--- src/rtl/riscv_pkg.sv ---
// Shared definitions for the memory arbiter slice: state encoding,
// default bus widths and the requester identifiers.
package riscv_pkg;

   localparam int DEF_ADDR_W = 32;
   localparam int DEF_DATA_W = 32;

   // Requester identifiers
   localparam logic PORT_I = 1'b0;
   localparam logic PORT_D = 1'b1;

   typedef enum logic [1:0] {
      ARB_IDLE   = 2'd0,
      ARB_BUSY_I = 2'd1,
      ARB_BUSY_D = 2'd2
   } arb_state_t;

   // Which requester owns the bus in a given arbiter state
   function automatic logic port_of(input arb_state_t s);
      return (s == ARB_BUSY_D) ? PORT_D : PORT_I;
   endfunction

endpackage

--- src/rtl/arb_timeout_ctr.sv ---
// Loadable up-counter that measures how long the current memory access
// has been outstanding. tc flags the cycle in which the next increment
// reaches TIMEOUT, so the owner can abort on that same clock edge.
module arb_timeout_ctr
   import riscv_pkg::*;
#(
   parameter int TIMEOUT = 64
) (
   input  logic clk,
   input  logic rst,
   input  logic load,
   input  logic en,
   output logic tc
);

   localparam int CW = $clog2(TIMEOUT + 1);

   logic [CW-1:0] count_q;
   logic [CW-1:0] count_d;

   // Clear on load, otherwise count enabled cycles and park at TIMEOUT
   always_comb begin
      count_d = count_q;
      if (load) begin
         count_d = '0;
      end else if (en && (count_q != CW'(TIMEOUT))) begin
         count_d = count_q + 1'b1;
      end
   end

   // Counter register
   always_ff @(posedge clk) begin
      if (rst) begin
         count_q <= '0;
      end else begin
         count_q <= count_d;
      end
   end

   assign tc = (count_q == CW'(TIMEOUT - 1));

endmodule

--- src/rtl/mem_arbiter.sv ---
// Arbiter sharing one single-port memory between instruction fetch and
// the data port. One access is in flight at a time; data normally wins,
// but fetch is forced through after STARVE_MAX back-to-back data grants.
// A watchdog aborts accesses the memory never answers and latches bus_err.
module mem_arbiter
   import riscv_pkg::*;
#(
   parameter int ADDR_W     = DEF_ADDR_W,
   parameter int DATA_W     = DEF_DATA_W,
   parameter int STARVE_MAX = 4,
   parameter int TIMEOUT    = 64
) (
   input  logic                clk,
   input  logic                rst,
   input  logic                if_req,
   input  logic [ADDR_W-1:0]   if_addr,
   output logic [DATA_W-1:0]   if_rdata,
   output logic                if_done,
   output logic                if_stall,
   input  logic                d_req,
   input  logic                d_we,
   input  logic [ADDR_W-1:0]   d_addr,
   input  logic [DATA_W-1:0]   d_wdata,
   input  logic [DATA_W/8-1:0] d_be,
   output logic [DATA_W-1:0]   d_rdata,
   output logic                d_done,
   output logic                d_stall,
   output logic                mem_en,
   output logic                mem_we,
   output logic [ADDR_W-1:0]   mem_addr,
   output logic [DATA_W-1:0]   mem_wdata,
   output logic [DATA_W/8-1:0] mem_be,
   input  logic [DATA_W-1:0]   mem_rdata,
   input  logic                mem_valid,
   output logic                bus_err
);

   localparam int BE_W = DATA_W / 8;
   localparam int SW   = $clog2(STARVE_MAX + 1);

   arb_state_t        state_q,     state_d;
   logic [SW-1:0]     starve_q,    starve_d;
   logic              mem_en_q,    mem_en_d;
   logic              mem_we_q,    mem_we_d;
   logic [ADDR_W-1:0] mem_addr_q,  mem_addr_d;
   logic [DATA_W-1:0] mem_wdata_q, mem_wdata_d;
   logic [BE_W-1:0]   mem_be_q,    mem_be_d;
   logic              if_done_q,   if_done_d;
   logic              d_done_q,    d_done_d;
   logic [DATA_W-1:0] if_rdata_q,  if_rdata_d;
   logic [DATA_W-1:0] d_rdata_q,   d_rdata_d;
   logic              bus_err_q,   bus_err_d;

   logic tmo_load;
   logic tmo_en;
   logic tmo_tc;
   logic starved;

   assign starved = (starve_q == SW'(STARVE_MAX));

   arb_timeout_ctr #(
      .TIMEOUT (TIMEOUT)
   ) u_timeout (
      .clk  (clk),
      .rst  (rst),
      .load (tmo_load),
      .en   (tmo_en),
      .tc   (tmo_tc)
   );

   // Arbitration, bus capture at grant, and completion/abort handling
   always_comb begin
      state_d     = state_q;
      starve_d    = starve_q;
      mem_en_d    = mem_en_q;
      mem_we_d    = mem_we_q;
      mem_addr_d  = mem_addr_q;
      mem_wdata_d = mem_wdata_q;
      mem_be_d    = mem_be_q;
      if_done_d   = 1'b0;
      d_done_d    = 1'b0;
      if_rdata_d  = '0;
      d_rdata_d   = '0;
      bus_err_d   = bus_err_q;
      tmo_load    = 1'b0;
      tmo_en      = 1'b0;

      unique case (state_q)
         ARB_IDLE: begin
            if (d_req && !(if_req && starved)) begin
               state_d     = ARB_BUSY_D;
               mem_en_d    = 1'b1;
               mem_we_d    = d_we;
               mem_addr_d  = d_addr;
               mem_wdata_d = d_wdata;
               mem_be_d    = d_be;
               tmo_load    = 1'b1;
               if (!if_req) begin
                  starve_d = '0;
               end else if (!starved) begin
                  starve_d = starve_q + 1'b1;
               end
            end else if (if_req) begin
               state_d     = ARB_BUSY_I;
               mem_en_d    = 1'b1;
               mem_we_d    = 1'b0;
               mem_addr_d  = if_addr;
               mem_wdata_d = '0;
               mem_be_d    = '1;
               tmo_load    = 1'b1;
               starve_d    = '0;
            end
         end

         ARB_BUSY_I, ARB_BUSY_D: begin
            tmo_en = 1'b1;
            if (mem_valid || tmo_tc) begin
               state_d  = ARB_IDLE;
               mem_en_d = 1'b0;
               if (!mem_valid) begin
                  bus_err_d = 1'b1;
               end
               if (state_q == ARB_BUSY_I) begin
                  if_done_d  = 1'b1;
                  if_rdata_d = mem_valid ? mem_rdata : '0;
               end else begin
                  d_done_d  = 1'b1;
                  d_rdata_d = (mem_valid && !mem_we_q) ? mem_rdata : '0;
               end
            end
         end

         default: begin
            state_d = ARB_IDLE;
         end
      endcase
   end

   // State and registered outputs; reset abandons any access in flight
   always_ff @(posedge clk) begin
      if (rst) begin
         state_q     <= ARB_IDLE;
         starve_q    <= '0;
         mem_en_q    <= 1'b0;
         mem_we_q    <= 1'b0;
         mem_addr_q  <= '0;
         mem_wdata_q <= '0;
         mem_be_q    <= '0;
         if_done_q   <= 1'b0;
         d_done_q    <= 1'b0;
         if_rdata_q  <= '0;
         d_rdata_q   <= '0;
         bus_err_q   <= 1'b0;
      end else begin
         state_q     <= state_d;
         starve_q    <= starve_d;
         mem_en_q    <= mem_en_d;
         mem_we_q    <= mem_we_d;
         mem_addr_q  <= mem_addr_d;
         mem_wdata_q <= mem_wdata_d;
         mem_be_q    <= mem_be_d;
         if_done_q   <= if_done_d;
         d_done_q    <= d_done_d;
         if_rdata_q  <= if_rdata_d;
         d_rdata_q   <= d_rdata_d;
         bus_err_q   <= bus_err_d;
      end
   end

   // Sanity: fetches never write and only one requester completes at a time
   always_ff @(posedge clk) begin
      if (!rst) begin
         if (mem_en_q && mem_we_q) begin
            assert (port_of(state_q) == PORT_D);
         end
         assert (!(if_done_q && d_done_q));
      end
   end

   assign mem_en    = mem_en_q;
   assign mem_we    = mem_we_q;
   assign mem_addr  = mem_addr_q;
   assign mem_wdata = mem_wdata_q;
   assign mem_be    = mem_be_q;
   assign if_done   = if_done_q;
   assign d_done    = d_done_q;
   assign if_rdata  = if_rdata_q;
   assign d_rdata   = d_rdata_q;
   assign bus_err   = bus_err_q;

   assign if_stall = if_req & ~if_done_q;
   assign d_stall  = d_req & ~d_done_q;

endmodule

--- config.mk ---
export PLATFORM = sky130hd
export DESIGN_NAME = mem_arbiter
export DESIGN_NICKNAME = d
export VERILOG_FILES = /design/src/rtl/riscv_pkg.sv /design/src/rtl/arb_timeout_ctr.sv /design/src/rtl/mem_arbiter.sv
export SDC_FILE = /design/constraint.sdc
export NUM_CORES = 1
export LEC_CHECK = 0
export ABC_AREA = 0
export ABC_CLOCK_PERIOD_IN_PS = 3900
export CORE_MARGIN = 3
export CORE_UTILIZATION = 42
export DETAILED_ROUTE_END_ITERATION = 6
export GPL_TIMING_DRIVEN = 0
export PLACE_DENSITY = 0.95
export SLEW_MARGIN = 25
export SYNTH_ARGS = -nofsm -noshare
export SYNTH_HDL_FRONTEND = slang
export SYNTH_SLANG_ARGS = --single-unit
--- constraint.sdc ---
create_clock -name clk -period 3.9 [get_ports clk]
set_clock_uncertainty 0.15 [all_clocks]
set_input_delay 0.39 -clock clk [delete_from_list [all_inputs] [get_ports clk]]
set_output_delay 0.39 -clock clk [all_outputs]
set_load 0.01 [all_outputs]
==> flow_summary.toml, run 1 <==
[logic_synthesis]
netlist_instances = 518
synth_async_sr_flop_share_pct = 0
syn_area_mm2 = 0.00527
synth_edf_count = 0
ys_seq_area_share_pct = 56.6
synth.distinct_cells = 48
synth_fp_nets = 662
yosys_register_bits = 149
ys_warn_count = 0
synth_flop_cell = "dfxtp_1"
avgSynthCellArea_um2 = 10.2

[worst_setup_path]
crit_arrival_ns = 2.01
crit_path_end_kind = "output port"
path_max_fanout = 10
crit_type = "input pin to output port"
required_ns = 3.36
startpoint_type = "input pin"

[clocking]
ctsResizeCount = 0
clock_sinks = 149
cts_made_buffers = 17
root_buffer = "clkbuf_16"
clk_pin_slew_worst_paths_ns = 0.06
ctsHoldBuffers = 0
max-clock-path-buffers = 2
cts_htree_levels = 4
clock_latency_ns = 0.41
cts_setup_buffers = 0
cts_tree = "done"

[pwr]
p_leak_nw = 3.41
p_per_area_mw_per_mm2 = 459
total_power_w = 0.00407
peakVddDrop_mv = 0.318

[layout]
final_layout_size_suffix_gt1_share_pct = 7.88
fin_util_pct = 73.2
final_nets = 957
diodes = 0
syn_to_final_growth_pct = 68.3

[min_path]
hold_path_class = "register to register"

[sta]
finalHoldViolCount = 0
rsz0062_at_grt = "no"
worstMarginPinSlew_ns = 0.521
timing.fmax_mhz = 393
min_period_over_period_pct = 65.3
min_period_ns = 2.55
setup_tns_ns = 0
finalSetupViolations = 0
max-slew-margin-rel_pct = 65.3
setup_ws_ns = 1.35
drv_slew = 0

[routing]
drt_iter0_drc = 408
wl_per_cell_um = 18.2
firstDrtPassIters = 5
drt-vias-per-instance = 5.23
wirelength_um = 18000
vias = 5192
drc_errors = 0
antenna_left = 0

[grt]
grt_max_degree = 17
antenna_found_initial = 0
grt_first_pass_wirelength_um = 28000
track_usage_pct = 25.4
grt-ovfl-total = 0
grt_pass1_vias = 5248

[floorplan]
die-area_mm2 = 0.0139
die_x_um = 118
io_pins = 277
row_count = 40
initial_core_util_pct = 43.5
core-area_mm2 = 0.0121
chipHeight_um = 118

[flow_run]
maxCapViolCount = 0

[placement]
pre_cts_slack_ns = 1.37
dp_hpwl_um = 13300
port_buffers = 276
place.gp.congestion = 0.840

[run_status]
status = "complete, no violations"
layout make-up:
class                      instances  area, um^2
multi-input combinational        316        1990
fill                             821        3250
clock buffer                      23         478
clock inverter                     8         148
buffer                            42         249
sequential                       149        2980
timing repair buffer             276        2760
tap                              168         210
inverter                          11        41.3
per-stage QoR:
stage	hold WS, ns	area (um^2)	cells
after floorplan	0.283	5270	518
after global placement	0.292	8240	962
after detailed placement	0.309	8240	962
after CTS	0.321	8860	993
after global routing	0.347	8860	993
final	0.318	8860	993
cells by family after synthesis:
family	synth area share (%)
XOR/XNOR	0.333
buffers and inverters	5.51
multiplexers	0.404
AO/OA/AOI/OAI	19.2
flip-flops	56.6
AND/OR/NAND/NOR	16.5
adder cells (fa/ha/maj)	1.43
state kept, by name (all words and copies together) (netlist names):
register           count
mem_wdata             32
mem_en                 1
state_q                2
u_timeout.count_q      7
starve_q               3
mem_be                 4
d_done                 1
if_done                1
mem_we                 1
bus_err                1
d_rdata               32
mem_addr              32
if_rdata              32
worst max-delay path: stages:
cell	delay [ns]
clkdlybuf4s50_1	0.46
inv_1	0.21
clkbuf_1	0.36
nor2_1	0.10
clkdlybuf4s50_1	0.49
Yosys cell counts (3+ instances only):
master    number  area [um^2]
a21oi_1        9         45.0
a22o_1        33          289
a31oi_1       34          213
and2_1        64          400
and3_1         3         18.8
buf_2         15         75.1
buf_4          3         22.5
buf_6          8         90.1
clkbuf_1      14         52.6
dfxtp_1      149         2980
ha_1           6         75.1
inv_1         10         37.5
nand2_1       10         37.5
nand3_1       34          170
nand4_1        5         31.3
nor2_1        10         37.5
nor2b_1        3         18.8
nor3_1         3         15.0
o21ai_0       62          310
o21ai_1        8         40.0
or3_1          3         18.8
final timing paths:
check	from	endpoint	slack (ns)	cells after the start
max	d_req	d_stall	1.35	5
min	state_q[1]$_SDFFE_PP0P_	state_q[1]$_SDFFE_PP0P_	0.32	2
max reg2reg	state_q[0]$_SDFFE_PP0P_	d_rdata[18]$_SDFF_PP0_	1.86	7
min reg2reg	state_q[1]$_SDFFE_PP0P_	state_q[1]$_SDFFE_PP0P_	0.32	2
cells in the final DEF, fill, tap and decap left out, types with 4 or more instances in the layout:
| cell type | netlist | routed |
|---|---|---|
| inv_1 | 10 | 10 |
| a22o_1 | 33 | 33 |
| ha_1 | 6 | 6 |
| nand4_1 | 5 | 5 |
| clkdlybuf4s50_1 | 0 | 276 |
| o21ai_0 | 62 | 62 |
| nor2_1 | 10 | 10 |
| nand3_1 | 34 | 34 |
| o21ai_1 | 8 | 8 |
| clkbuf_1 | 14 | 17 |
| a21oi_1 | 9 | 9 |
| and2_1 | 64 | 64 |
| nand2_1 | 10 | 10 |
| clkbuf_16 | 0 | 17 |
| bufinv_16 | 0 | 4 |
| dfxtp_1 | 149 | 149 |
| buf_6 | 8 | 8 |
| buf_2 | 15 | 15 |
| a31oi_1 | 34 | 34 |
layer usage:
layer / track usage, % / share of wire, % / vias up / routed length [um]
met5: 0 / 0 / - / 0
met4: 10.3 / 2.4 / 0 / 441
met3: 7.83 / 7.8 / 38 / 1410
met2: 46.9 / 53 / 248 / 9530
met1: 26.8 / 37 / 2467 / 6670
li1: - / - / 2439 / -
power breakdown:
part,total [W],internal [W],switching (W)
registers,0.00167,0.00162,0.0000527
logic,0.000667,0.000376,0.000291
clock network,0.00173,0.00112,0.000611
total,0.00407,0.00311,0.000954
Note: power is estimated with default switching activity, not from simulation.
==> run 2: changes to the inputs <==
--- a/config.mk
+++ b/config.mk
@@ -6,12 +6,12 @@
 export NUM_CORES = 1
 export LEC_CHECK = 0
 export ABC_AREA = 0
-export ABC_CLOCK_PERIOD_IN_PS = 3900
+export ABC_CLOCK_PERIOD_IN_PS = 2100
 export CORE_MARGIN = 3
-export CORE_UTILIZATION = 42
+export CORE_UTILIZATION = 35
 export DETAILED_ROUTE_END_ITERATION = 6
 export GPL_TIMING_DRIVEN = 0
-export PLACE_DENSITY = 0.95
+export PLACE_DENSITY = 0.86
 export SLEW_MARGIN = 25
 export SYNTH_ARGS = -nofsm -noshare
 export SYNTH_HDL_FRONTEND = slang
==> constraint.sdc (replaced) <==
create_clock -name clk -period 2.1 [get_ports clk]
set_clock_uncertainty 0.15 [all_clocks]
set_input_delay 0.21 -clock clk [delete_from_list [all_inputs] [get_ports clk]]
set_output_delay 0.21 -clock clk [all_outputs]
set_load 0.01 [all_outputs]
==> flow_summary.toml, run 2 (synthesized netlist as in run 1, its figures left out) <==
[pwr]
p_per_area_mw_per_mm2 = 843
p_leak_nw = 3.44
peakVddDrop_mv = 0.542

[worst_setup_path]
path_max_fanout = 10
timing.critical_path.buf_inv = 3
r2r-end = "d_rdata[9]$_SDFF_PP0_"
reg2reg_slack_ns = 0.14
required_ns = 2.31
critPathSlowestCell = "dfxtp_1"
r2r_cells = 7
crit_type = "register to register"
max_stage_delay_ns = 0.35
startpoint_type = "register"
crit_path_cell_trace = "inv_1 -> ha_1 -> clkbuf_4 -> nand2b_4 -> nor4_4 -> buf_2 -> and2_1"
crit_path_end_kind = "register"
reg2reg_from = "state_q[0]$_SDFFE_PP0P_"
path_delay_family = "simple AND/OR/NAND/NOR gates"
crit_arrival_ns = 2.17

[grt]
grt_max_degree = 18
antenna_found_initial = 1
grt_pass1_vias = 4893
grt_first_pass_wirelength_um = 25600
track_usage_pct = 19.6
grt-ovfl-total = 0

[routing]
firstDrtPassIters = 4
drt_iter0_drc = 342
drt-vias-per-instance = 4.96
drc_errors = 0
wirelength_um = 17000
vias = 5017
wl_per_cell_um = 16.8
antenna_left = 0

[clocking]
ctsHoldBuffers = 0
clock_sinks = 149
clk_pin_slew_worst_paths_ns = 0.07
max-clock-path-buffers = 2
cts_made_buffers = 17
root_buffer = "clkbuf_16"
cts_tree = "done"
cts_htree_levels = 4
clock_latency_ns = 0.42

[layout]
final_cell_mix = "clkdlybuf4s50_1 (275), dfxtp_1 (149), and2_1 (64)"
final_layout_size_suffix_gt1_share_pct = 8.95
final_nets = 958
final_cells = 1012
final_common_cell = "clkdlybuf4s50_1"
syn_to_final_growth_pct = 69.5

[run_status]
status = "complete, no violations"

[floorplan]
die_x_um = 129
io_pins = 277
core-area_mm2 = 0.0146
die-area_mm2 = 0.0166
chipHeight_um = 129
initial_core_util_pct = 36.0
row_count = 44

[placement]
dp.cells = 978
port_buffers = 276
dp_hpwl_um = 12600
place.gp.congestion = 0.801

[sta]
finalHoldViolCount = 0
setup_tns_ns = 0
finalSetupViolations = 0
drv_slew = 0
max-slew-margin-rel_pct = 66.2
min_period_over_period_pct = 93.3
rsz0062_at_grt = "no"
timing.fmax_mhz = 510
min_period_ns = 1.96
worstMarginPinSlew_ns = 0.507

[flow_run]
maxCapViolCount = 0

[min_path]
min_from = "mem_rdata[23]"
hold_path_class = "input pin to register"
holdPathEnd = "if_rdata[23]$_SDFF_PP0_"
min_path_cells = 2
[run 2: cell count changes in the layout (fill, tap and decap cells not counted), moves of 2 or more]
cell / previous run / this run
clkinv_8: 0 / 3
bufinv_16: 4 / 2
clkbuf_1: 17 / 12
inv_6: 0 / 5
inv_8: 0 / 4
buf_4: 3 / 5
clkbuf_8: 3 / 0
[run 2: final cells by class]
class,instances,area [um^2]
repair buffers,278,2780
inverters,11,45.0
clock inverters,15,205
plain buffers,41,255
flip-flops and latches,149,2980
diodes,1,2.50
well taps,184,230
clock buffers,17,425
multi-input cells,316,2000
fillers,1177,5720
[run 2: per-layer routing]
layer | GRT usage (%) | vias up | share of wire [%]
li1 | - | 2437 | -
met1 | 21.7 | 2339 | 38
met2 | 35.4 | 221 | 52
met3 | 5.98 | 20 | 8.9
met4 | 6.98 | 0 | 1.7
met5 | 0 | - | 0
[run 2: worst max-delay path by stage]
stage                     slack [ns]               startpoint  cells after the start                           endpoint
after CTS                      0.001  state_q[0]$_SDFFE_PP0P_                      7             d_rdata[15]$_SDFF_PP0_
after global placement         -0.20                    d_req                      5                            d_stall
final                           0.14  state_q[0]$_SDFFE_PP0P_                      7              d_rdata[9]$_SDFF_PP0_
after floorplan                 0.36  state_q[0]$_SDFFE_PP0P_                      6  u_timeout.count_q[0]$_SDFFE_PP0P_
after global routing           0.005  state_q[0]$_SDFFE_PP0P_                      7             if_rdata[9]$_SDFF_PP0_
after detailed placement       -0.20                    d_req                      5                            d_stall
[run 2: metrics by stage]
step	utilization (%)	total power (W)	hold WS, ns	worst slack [ns]	area, um^2
floorplan	-	0.00363	0.182	0.363	5270
global placement	56.4	0.00435	0.293	-0.201	8260
detailed placement	56.4	0.00437	0.313	-0.201	8260
CTS	60.8	0.00757	0.195	0.00143	8900
global route	61.0	0.00779	0.210	0.00452	8930
finish	61.0	0.00753	0.214	0.141	8930
[run 2: timing repair]
| item | CTS | global route |
|---|---|---|
| gates resized for setup | 1 | 9 |
| setup buffers | 1 | 1 |
| endpoints found under the setup margin | 1 | 17 |
| pin swaps | 0 | 1 |
[run 2: power by group]
group	leakage, nW	internal [W]	switching (W)
Sequential	1.22	0.00300	0.0000878
Clock	0.305	0.00183	0.00137
Combinational	1.92	0.000706	0.000531
